===== config.mk =====
export PLATFORM = sky130hd
export DESIGN_NAME = audio_dc_filter
export DESIGN_NICKNAME = d
export VERILOG_FILES = /design/src/rtl/audio_dc_filter.sv
export SDC_FILE = /design/constraint.sdc
export NUM_CORES = 1
export LEC_CHECK = 0
export ABC_AREA = 1
export BUFFER_PORTS_ARGS = -buffer_cell sky130_fd_sc_hd__buf_2
export CAP_MARGIN = 15
export CORE_MARGIN = 1.5
export CORE_UTILIZATION = 35
export CTS_BUF_LIST = sky130_fd_sc_hd__clkbuf_4 sky130_fd_sc_hd__clkbuf_8
export CTS_CLUSTER_SIZE = 8
export DETAILED_ROUTE_END_ITERATION = 10
export PLACE_DENSITY_LB_ADDON = 0.15
export SYNTH_ARGS = -nofsm -noshare
export SYNTH_HDL_FRONTEND = slang
export SYNTH_SLANG_ARGS = --single-unit
export TNS_END_PERCENT = 30

===== constraint.sdc =====
create_clock -name clk -period 5.94 [get_ports clk]
set_input_delay 0.891 -clock clk [delete_from_list [all_inputs] [get_ports clk]]
set_output_delay 0.891 -clock clk [all_outputs]
set_load 0.005 [all_outputs]

===== src/rtl/audio_dc_filter.sv =====
// DC-blocking high-pass filter with serial volume multiply and output
// saturation. Sits between the sound block and the audio output. One sample
// is accepted per in_valid strobe while idle. The result appears 10 cycles
// after capture.
//
// state | meaning
// IDLE  | waiting for in_valid; captures sample, volume and mute
// FILT  | one-pole high-pass update, clamp y into the 16-bit multiplicand
// MUL   | 8-cycle LSB-first shift-add of y by the captured volume
// SAT   | result presented with out_valid; returns to IDLE
module audio_dc_filter #(
   parameter int LEAK_SHIFT = 10
) (
   input  logic        clk,
   input  logic        rst,
   input  logic        in_valid,
   input  logic [15:0] audio_in,
   input  logic [7:0]  vol,
   input  logic        mute,
   output logic [15:0] audio_out,
   output logic        out_valid,
   output logic        busy,
   output logic        overrun
);

   localparam int AW = 18 + LEAK_SHIFT;

   localparam logic [1:0] IDLE = 2'd0;
   localparam logic [1:0] FILT = 2'd1;
   localparam logic [1:0] MUL  = 2'd2;
   localparam logic [1:0] SAT  = 2'd3;

   localparam logic signed [AW-1:0] Y_MAX = AW'(32'sd32767);
   localparam logic signed [AW-1:0] Y_MIN = AW'(-32'sd32768);
   localparam logic signed [24:0]   P_MAX = 25'sd32767;
   localparam logic signed [24:0]   P_MIN = -25'sd32768;

   logic [1:0]           state;
   logic signed [15:0]   x_cur;
   logic signed [15:0]   x_prev;
   logic [7:0]           vol_l;
   logic                 mute_l;
   logic signed [AW-1:0] y_acc;
   logic signed [15:0]   mcand;
   logic signed [24:0]   product;
   logic [2:0]           cnt;

   logic signed [AW-1:0] x_ext;
   logic signed [AW-1:0] xp_ext;
   logic signed [AW-1:0] diff_ext;
   logic signed [AW-1:0] y_acc_new;
   logic signed [AW-1:0] y_full;
   logic signed [15:0]   y_sat;
   logic signed [24:0]   mcand_ext;
   logic signed [24:0]   addend;
   logic signed [24:0]   product_next;
   logic signed [24:0]   r_full;
   logic signed [15:0]   r_sat;

   assign busy = (state != IDLE);

   // High-pass update: y_acc carries y scaled by 2^LEAK_SHIFT, so the leak is
   // a single arithmetic right shift of the accumulator.
   always_comb begin
      x_ext     = {{(AW-16){x_cur[15]}}, x_cur};
      xp_ext    = {{(AW-16){x_prev[15]}}, x_prev};
      diff_ext  = x_ext - xp_ext;
      y_acc_new = (diff_ext <<< LEAK_SHIFT) + y_acc - (y_acc >>> LEAK_SHIFT);
      y_full    = y_acc_new >>> LEAK_SHIFT;
      y_sat     = y_full[15:0];
      if (y_full > Y_MAX)
         y_sat = 16'sh7fff;
      else if (y_full < Y_MIN)
         y_sat = -16'sh8000;
   end

   // One shift-add step plus the clamped output of the resulting product.
   always_comb begin
      mcand_ext    = {{9{mcand[15]}}, mcand};
      addend       = vol_l[cnt] ? (mcand_ext <<< cnt) : 25'sd0;
      product_next = product + addend;
      r_full       = product_next >>> 7;
      r_sat        = r_full[15:0];
      if (r_full > P_MAX)
         r_sat = 16'sh7fff;
      else if (r_full < P_MIN)
         r_sat = -16'sh8000;
   end

   // Sequencer and datapath registers. The output register is loaded on the
   // edge that closes the last MUL step, so audio_out is already valid during
   // the SAT cycle in which out_valid is high.
   always_ff @(posedge clk or negedge rst) begin
      if (!rst) begin
         state     <= IDLE;
         x_cur     <= '0;
         x_prev    <= '0;
         vol_l     <= '0;
         mute_l    <= 1'b0;
         y_acc     <= '0;
         mcand     <= '0;
         product   <= '0;
         cnt       <= '0;
         audio_out <= '0;
         out_valid <= 1'b0;
         overrun   <= 1'b0;
      end else begin
         out_valid <= 1'b0;
         if (in_valid && (state != IDLE))
            overrun <= 1'b1;
         case (state)
            IDLE: begin
               if (in_valid) begin
                  x_cur  <= audio_in ^ 16'h8000;
                  vol_l  <= vol;
                  mute_l <= mute;
                  state  <= FILT;
               end
            end
            FILT: begin
               y_acc   <= y_acc_new;
               x_prev  <= x_cur;
               mcand   <= y_sat;
               product <= '0;
               cnt     <= '0;
               state   <= MUL;
            end
            MUL: begin
               product <= product_next;
               cnt     <= cnt + 3'd1;
               if (cnt == 3'd7) begin
                  audio_out <= mute_l ? 16'h0000 : r_sat;
                  out_valid <= 1'b1;
                  state     <= SAT;
               end
            end
            SAT: begin
               state <= IDLE;
            end
            default: begin
               state <= IDLE;
            end
         endcase
      end
   end

endmodule


==> results.txt <==
Most common cell in the netlist: nand2_1
Footprint of the multi-input gates: 0.00606 sq mm
Root buf cell: clkbuf_8
Clk slew on worst S/H paths: 80 ps
Cell taking the most area after synthesis: dfrtp_1
Die area: 0.0304 sq mm
Synth Area in Adders: 13.7%
Unique masters post-synth: 41
Row count: 62
Final Max Tran Viols: 0
Data arrival time of the worst path: 4860 ps
Compound-gate portion of the synthesized area: 13.1%
Most used cell, CP: nand2_1
Area growth syn-to-layout: 9.96%
CORE AREA: 0.0288 sq mm
Initial drt markers: 463
Total CTS buffers: 17
Post-synthesis sequential element count: 133
Post-synthesis net count: 1,561
Critical path type: reg2reg
HPWL after DPL: 21,200 um
Max-slew headroom: 34.9%
Clk_lat worst skew: 490 ps
# hold bufs at CTS: 0
Hold WS: 456 ps
Max-Cap Viols: 0
Cts repair resizes: 0
Fin nets: 1,594
DRC Markers: 0
Die width: 174 um
Crit path launch: x_cur[2]
Depth of the most critical reg-to-reg path: 24
Outcome: finished clean
Drt wl/cell: 14.6 um
Actual slew at the worst max-slew pin: 973 ps
Register area: 0.00333 sq mm
Vias in the first global route: 8,841
Endpoints failing hold: 0
FFs w/ async S/R, synth: 100%
Detail Route Antenna Nets: 0
Simple-gate share of the synthesized area: 25.8%
Post-synth top flop: dfrtp_1
Clock Tree Buf Depth: 2
Crit-path max FO: 15
RSZ-0062 raised after global routing: no
Largest family of logic cells by synthesized area: simple AND/OR/NAND/NOR gates
# IOs: 47
R2r startpoint: x_cur[2]
Yosys top cell area share: 32.4%
Global route overflow: 0
# diodes: 0
First-pass GRT wire length: 44,400 um
# setup viols final: 0
Starting Density: 35.7%
Worst EP required: 6280 ps
Crit start category: flop
Mux share of post-synthesis cell area: 2.62%
Final WL: 27,100 um
Period utilization: 76.2%
Setup TNS: 0 ps
CP max-delay cell: fa_1
Initial antenna violation count: 0
Seq/Total Area, Yosys: 32.4%
TritonCTS Sinks: 133
Synth Area in XOR/XNOR: 3.66%
Hold Path Class: reg2reg
Post-CTS Setup Inserts: 0
H-tree depth: 4
Fin crit period: 4530 ps
Mapped Area: 0.0103 sq mm
Filler instances: 3,092
Peak Freq: 0.221 GHz
Critical Path End: mcand[4]
Synth area leaders: dfrtp_1 (32%), nand2_1 (16%), ha_1 (9.9%), inv_1 (7.0%), o21ai_0 (5.2%)
CTS tree: done
Synth top cells by count: nand2_1 (452), inv_1 (191), dfrtp_1 (133)
FF-to-FF End: mcand[4]
Crit end category: flop
Post-Syn Instances: 1,432
Cell Chain, Critical Path: ha_1, nand2_1, nand2_1, a31oi_1, o21ai_0, a31oi_1, o21ai_0, nand2_1, nand3_1, nand2_1, fa_1, inv_1, ha_1, nand2_1, nor2_1, nand2_1, nor3_1, nand2_1, nand3_1, nand2_1, nand2_1, nand3_2, nand2_1, a21oi_1
Routed vias: 8,917
Syn. warnings: 0
Crit-path max cell delay: 480 ps
Port Buffers: 46
Worst clock skew: 31.2 ps
GRT Total Usage: 18.5%
Layout cells sized above 1: 8.19%
Syn avg cell area: 7.18 sq um
Die height: 174 um
Drt pass-1 iters: 6
R2R Setup Slk: 1410 ps
GP Congestion: 0.869
Number of flops mapped to enable cells by yosys: 0
Via-per-instance ratio: 4.79
Largest net degree at the start of global routing: 83
## registers in the layout, summed over array words and instances, names as in the netlist, 2 cells and up
name       cells
y_acc         28
x_prev        16
audio_out     16
state          2
mcand         16
vol_l          8
product       25
x_cur         16
cnt            3
## how the worst min path moves through the flow
| stage | cells past startpoint | endpoint | start | slack (ps) |
|---|---|---|---|---|
| final | 1 | overrun | overrun | 460 |
| after global placement | 1 | overrun | overrun | 430 |
| after detailed placement | 1 | overrun | overrun | 440 |
| after floorplan | 2 | y_acc[1] | y_acc[1] | 450 |
| after CTS | 1 | overrun | overrun | 460 |
| after global routing | 1 | overrun | overrun | 480 |
## area by class of cell
class	count	share of cell area (%)
clock inverter	14	1.77
sequential	133	29.4
inverter	195	6.47
tap	384	4.25
multi-input combinational	1069	53.6
timing repair buffer	49	2.36
clock buffer	18	2.14
## critical path: cells and delay by family (launching register included)
family | cells | cell delay, ps
flops | 1 | 400
simple gates | 15 | 1750
buf+inv | 1 | 40
compound gates | 5 | 1000
fa+ha+maj | 3 | 1200
## kinds of logic after synthesis
group / count (synthesis)
flip-flops: 133
AO/OA/AOI/OAI: 237
XOR/XNOR: 43
multiplexers: 24
buffers and inverters: 230
AND/OR/NAND/NOR: 664
adder cells (fa/ha/maj): 101
## layer usage
layer / track usage (%) / vias up / wire, um
met5: 0 / - / 0
met4: 4.13 / 0 / 263
met3: 2.73 / 21 / 610
met2: 33.8 / 114 / 13700
met1: 22.8 / 4129 / 12500
li1: - / 4653 / -
## metrics by stage
| step | setup WS [ps] | util [%] | std cells | instance area (sq um) |
|---|---|---|---|---|
| after floorplan | 2050 | - | 1432 | 10300 |
| after global placement | 1540 | 37.7 | 1829 | 10900 |
| after detailed placement | 1460 | 37.7 | 1829 | 10900 |
| after CTS | 1430 | 39.2 | 1861 | 11300 |
| after global routing | 916 | 39.3 | 1862 | 11300 |
| final | 1410 | 39.3 | 1862 | 11300 |
## cell usage in the layout, fill, tap and decap left out, drive strengths merged, types with 18 or more instances in the layout
cell and n:
a21oi 74, buf 49, clkbuf 18, dfrtp 133, fa 20, ha 81
inv 198, mux2 23, nand2 458, nand3 52, nor2 123, o21ai 110
xor2 31
Power is not shown: default switching activity piles up to over one toggle a cycle in this logic, so the estimate is an artifact.
